--- src/rtl/mult_issue.sv ---
// mult_issue: operand FIFO plus one-at-a-time issue FSM in front of a 4x4 multiplier sequencer.
// Ports: clock/n_rst (async active-low); in_valid/in_ready/in_a/in_b operand push side;
//   a_out/b_out/start/ready/product_in sequencer side; out_valid/out_ready/out_product result side; error.
// Optional MULT_ISSUE_TIMEOUT_EN: bounds WAIT_BUSY+WAIT_DONE to TIMEOUT cycles and sets sticky error.
`timescale 1ns/1ps
module mult_issue #(
  parameter int DEPTH   = 4,
  parameter int TIMEOUT = 31
) (
  input  logic       clock,
  input  logic       n_rst,
  input  logic       in_valid,
  output logic       in_ready,
  input  logic [3:0] in_a,
  input  logic [3:0] in_b,
  output logic [3:0] a_out,
  output logic [3:0] b_out,
  output logic       start,
  input  logic       ready,
  input  logic [7:0] product_in,
  output logic       out_valid,
  input  logic       out_ready,
  output logic [7:0] out_product,
  output logic       error
);

  localparam int AW = (DEPTH > 1) ? $clog2(DEPTH) : 1;
  localparam int CW = $clog2(DEPTH + 1);

  if (DEPTH < 2 || (DEPTH & (DEPTH - 1)) != 0) begin : g_bad_depth
    $error("mult_issue: DEPTH must be a power of two >= 2");
  end
  if (TIMEOUT < 1) begin : g_bad_timeout
    $error("mult_issue: TIMEOUT must be >= 1");
  end

  typedef enum logic [2:0] {IDLE, ISSUE, WAIT_BUSY, WAIT_DONE, HOLD} state_t;

  state_t          state, state_nxt;
  logic [7:0]      mem [DEPTH];   // {a, b}
  logic [AW-1:0]   wr_ptr, rd_ptr;
  logic [CW-1:0]   count;
  logic            push, pop, tmo_hit;

  assign in_ready = (count != CW'(DEPTH));
  assign push     = in_valid && in_ready;
  // Popping only from IDLE keeps a single multiplication in flight.
  assign pop      = (state == IDLE) && (count != '0);

  // ---------------- operand FIFO ----------------
  always_ff @(posedge clock) begin
    if (push) mem[wr_ptr] <= {in_a, in_b};
  end

  // Pointers are AW bits wide, so wrap modulo DEPTH comes for free.
  always_ff @(posedge clock or negedge n_rst) begin
    if (!n_rst) begin
      wr_ptr <= '0;
      rd_ptr <= '0;
      count  <= '0;
    end else begin
      if (push) wr_ptr <= wr_ptr + 1'b1;
      if (pop)  rd_ptr <= rd_ptr + 1'b1;
      case ({push, pop})
        2'b10:   count <= count + 1'b1;
        2'b01:   count <= count - 1'b1;
        default: count <= count;
      endcase
    end
  end

  // ---------------- optional timeout ----------------
`ifdef MULT_ISSUE_TIMEOUT_EN
  localparam int TW = $clog2(TIMEOUT + 1);
  logic [TW-1:0] tmo_cnt;
  logic          error_q;

  // Counter equals the number of wait cycles already spent; the cycle that
  // would bring it to TIMEOUT is the last one allowed.
  assign tmo_hit = ((state == WAIT_BUSY) || (state == WAIT_DONE)) &&
                   (tmo_cnt == TW'(TIMEOUT - 1));
  assign error   = error_q;

  always_ff @(posedge clock or negedge n_rst) begin
    if (!n_rst) begin
      tmo_cnt <= '0;
      error_q <= 1'b0;
    end else begin
      if (state == ISSUE)
        tmo_cnt <= '0;
      else if ((state == WAIT_BUSY) || (state == WAIT_DONE))
        tmo_cnt <= tmo_cnt + 1'b1;
      if (tmo_hit) error_q <= 1'b1;
    end
  end
`else
  assign tmo_hit = 1'b0;
  assign error   = 1'b0;
`endif

  // ---------------- FSM ----------------
  always_ff @(posedge clock or negedge n_rst) begin
    if (!n_rst) state <= IDLE;
    else        state <= state_nxt;
  end

  always_comb begin
    state_nxt = state;
    case (state)
      IDLE:      if (count != '0) state_nxt = ISSUE;
      ISSUE:     state_nxt = WAIT_BUSY;
      WAIT_BUSY: if (tmo_hit) state_nxt = IDLE;
                 else if (!ready) state_nxt = WAIT_DONE;
      WAIT_DONE: if (tmo_hit) state_nxt = IDLE;
                 else if (ready) state_nxt = HOLD;
      HOLD:      if (out_ready) state_nxt = IDLE;
      default:   state_nxt = IDLE;
    endcase
  end

  always_comb begin
    start     = (state == ISSUE);
    out_valid = (state == HOLD);
  end

  // ---------------- datapath registers ----------------
  always_ff @(posedge clock or negedge n_rst) begin
    if (!n_rst) begin
      a_out       <= '0;
      b_out       <= '0;
      out_product <= '0;
    end else begin
      if (pop) {a_out, b_out} <= mem[rd_ptr];
      if ((state == WAIT_DONE) && ready && !tmo_hit) out_product <= product_in;
    end
  end

endmodule

--- config.mk ---
export PLATFORM = sky130hd
export DESIGN_NAME = mult_issue
export DESIGN_NICKNAME = d
export VERILOG_FILES = /design/src/rtl/mult_issue.sv
export SDC_FILE = /design/constraint.sdc
export NUM_CORES = 1
export LEC_CHECK = 0
export CORE_AREA = 2 2 102 80
export CTS_CLUSTER_SIZE = 20
export DETAILED_ROUTE_END_ITERATION = 6
export DIE_AREA = 0 0 104 82
export PLACE_DENSITY_LB_ADDON = 0.05
export SKIP_CTS_REPAIR_TIMING = 1
export SYNTH_ARGS = -nofsm -noshare
export SYNTH_HDL_FRONTEND = slang
export SYNTH_SLANG_ARGS = --single-unit
export TNS_END_PERCENT = 30
--- constraint.sdc ---
create_clock -name clock -period 3.75 [get_ports clock]
set_input_delay 0.375 -clock clock [delete_from_list [all_inputs] [get_ports clock]]
set_output_delay 0.375 -clock clock [all_outputs]
set_load 0.05 [all_outputs]
==> impl_metrics.py <==
metrics = {
    "outcome": {
        "status": "complete, no violations",
    },
    "global_route": {
        "pin_count_of_the_biggest_net_entering_global_routing": 27,
        "globalRouteTotalUtil": 0.111,
        "vias_in_the_first_global_route": 1298,
        "antenna_found_initial": 0,
        "overflow": 0,
        "grt_first_pass_wirelength_um": 6710,
    },
    "yosys": {
        "post_synth.cell_area_avg_um2": 18.1,
        "synth-edff-count": 32,
        "yosysSeqAreaShare": 0.690,
        "netlist_instances": 129,
        "synth_seq_cells": 58,
        "syn-cell-area_mm2": 0.00234,
        "synth-warning-count": 0,
        "yosys.cell_types.count": 29,
        "mappedNetlistNets": 156,
        "yosys_most_used_dff": "edfxtp_1",
        "async_s_r_ff_share_synth": 0.448,
    },
    "drt": {
        "totalWireLength_um": 4370,
        "routed-via-count": 1230,
        "firstDrtPassIters": 4,
        "vias_per_cell": 4.30,
        "drc_violations": 0,
        "drt_iter0_markers": 48,
        "antenna_viol_nets_final": 0,
        "routed_length_per_instance_um": 15.3,
    },
    "floorplanning": {
        "chipHeight_um": 82,
        "die-area_mm2": 0.00853,
        "floorplan.core_area_mm2": 0.00757,
        "initial_core_utilization": 0.309,
        "io_pins": 41,
        "std_cell_rows": 28,
        "die-width_um": 104,
    },
    "final_layout": {
        "final_cell_mix": "clkdlybuf4s50_1, edfxtp_1, dfrtp_1",
        "layout.cell_area.non_filler_mm2": 0.00299,
        "n_fill_cell": 729,
        "layout-drive-gt1-share": 0.204,
        "mostFrequentLayoutCell": "clkdlybuf4s50_1",
        "finalCoreUtilization": 0.395,
        "design.final.nets": 203,
        "synthToLayoutAreaGrowth_pct": 27.8,
        "antenna-diode-count": 0,
    },
    "clock_tree": {
        "insertion_delay_ns": 0.33,
        "clk_root_buffer_cell": "clkbuf_8",
        "clk_pin_slew_worst_paths_ns": 0.06,
        "cts-root-to-sink-buffers": 2,
        "clock-sinks": 58,
        "ctsHtreeMaxLevel": 3,
        "tritoncts": "yes",
        "cts-buffers-inserted": 9,
    },
    "power_and_ir_drop": {
        "reg_power_frac": 0.399,
        "p_sw_mw": 1.01,
        "pwrdens_mw_per_mm2": 884,
        "cell_internal_power_dissipation_mw": 1.63,
        "pwr-share-comb": 0.428,
        "peak_supply_drop_mv": 0.288,
        "power.clock.fraction": 0.173,
        "power_leakage_nw": 1.16,
        "switching_share": 0.384,
    },
    "worst_setup_path": {
        "setup.worst_path.end_class": "flop",
        "cp.required_ns": 4.00,
        "critical_path.slowest_cell": "nand3b_1",
        "timing.critical_path.max_delay_family": "simple AND/OR/NAND/NOR gates",
        "cp_cell_sequence": "nor2_1 > nand3b_1 > inv_1 > ha_1 > inv_1 > fa_1 > xor2_1 > nor2_1 > xor2_1",
        "worstSetupPathType": "flop to flop",
        "cp.buffers_inverters": 2,
        "setup.worst_path.start_class": "flop",
        "cpPeakStageDelay_ns": 0.50,
        "crit_arrival_ns": 2.74,
        "crit_path_max_fanout": 10,
    },
    "place": {
        "placed_area_mm2": 0.00283,
        "place_hpwl_um": 2900,
        "dp_slack_ns": 1.28,
        "finalWeightedCongestion": 0.771,
        "io_buffer_count": 39,
    },
    "timing": {
        "postLayoutSetupSlackWorst_ns": 1.27,
        "hold_viol": 0,
        "rsz0062_at_grt": "false",
        "slew_headroom": 0.579,
        "final.min_clock_period_ns": 2.48,
        "max_freq_ghz": 0.403,
        "finalCritPeriodShare": 0.662,
        "report.final.setup_viol": 0,
        "tightest_slew_ns": 0.630,
        "timing.setup.tns_ns": 0,
        "finalMaxSlewViolations": 0,
        "skew_ns": 0.00873,
    },
    "flow_run": {
        "max_cap_violations": 0,
    },
    "worst_hold_path": {
        "min-delay-path-class": "input port to asynchronous set/reset pin",
    },
}
stage by stage:
step,hold slack (ns),total power [mW],instances
6_report,0.417,2.64,286
5_1_grt,0.449,2.79,286
4_1_cts,0.415,2.68,286
3_5_place_dp,0.477,2.21,270
3_3_place_gp,0.464,2.20,270
2_1_floorplan,0.0794,1.87,129
cell usage after synthesis (2+ instances only):
cell type  number  area, µm²
mux2_2         16        180
xor2_1          2       17.5
mux4_1          3       78.8
and3_1          5       31.3
nor2_1          3       11.3
ha_1            5       62.6
buf_6           2       22.5
nand4b_1        2       17.5
edfxtp_1       32        961
dfrtp_1        26        651
xnor2_1         4       35.0
mux4_2          5        113
inv_1           8       30.0
final cells by class:
cell class | instances | area (µm²) | area share
Clock inverter | 5 | 22.5 | 0.00754
Clock buffer | 11 | 131 | 0.0440
Timing Repair Buffer | 40 | 398 | 0.133
Sequential cell | 58 | 1610 | 0.540
Tap cell | 105 | 131 | 0.0440
Multi-Input combinational cell | 59 | 662 | 0.222
Inverter | 8 | 30.0 | 0.0101
per-layer routing:
| layer | up-vias | track usage | part of all wire |
|---|---|---|---|
| met5 | - | 0 | 0 |
| met4 | 0 | 0.0608 | 0.018 |
| met3 | 7 | 0.0421 | 0.047 |
| met2 | 27 | 0.185 | 0.50 |
| met1 | 626 | 0.127 | 0.43 |
| li1 | 570 | - | - |
power groups by stage:
stage,Combinational [mW],Clock (mW),Sequential (mW)
2_1_floorplan,0.561,0,1.31
3_3_place_gp,1.14,0,1.06
3_5_place_dp,1.14,0,1.07
4_1_cts,1.15,0.476,1.06
5_1_grt,1.21,0.495,1.08
6_report,1.13,0.458,1.05
registers in the layout (all words and copies together) (netlist names):
| register | count |
|---|---|
| b_out | 4 |
| count | 3 |
| state | 3 |
| wr_ptr | 2 |
| out_product | 8 |
| rd_ptr | 2 |
| mem | 32 |
| a_out | 4 |
kinds of logic after synthesis:
family | synth area share
AOI/OAI and AO/OA | 0.00428
muxes | 0.170
other | 0.00160
DFF | 0.690
buffers and inverters | 0.0273
and+or+nand+nor | 0.0498
xor gates and xnor gates | 0.0225
adders and majority gates | 0.0353
final timing paths:
kind / start / to / slack, ns / depth (start not counted)
worst min register to register: count[2]$_DFFE_PN0P_ / count[2]$_DFFE_PN0P_ / 0.48 / 1
worst min-delay path: n_rst / a_out[1]$_DFFE_PN0P_ / 0.42 / 2
worst max register to register: state[0]$_DFFE_PN0P_ / count[2]$_DFFE_PN0P_ / 1.27 / 9
worst max-delay path: state[0]$_DFFE_PN0P_ / count[2]$_DFFE_PN0P_ / 1.27 / 9
min in group clock: count[2]$_DFFE_PN0P_ / count[2]$_DFFE_PN0P_ / 0.48 / 1
max in group asynchronous: n_rst / a_out[2]$_DFFE_PN0P_ / 3.06 / 2
worst reg2reg max path, cell delays in order (launching register included):
cell and delay, ns:
dfrtp_1 0.40, nor2_1 0.25, nand3b_1 0.50, inv_1 0.20, ha_1 0.20, inv_1 0.06, fa_1 0.37, xor2_1 0.15
nor2_1 0.12, xor2_1 0.16
Power figures use the tool's default switching activity.
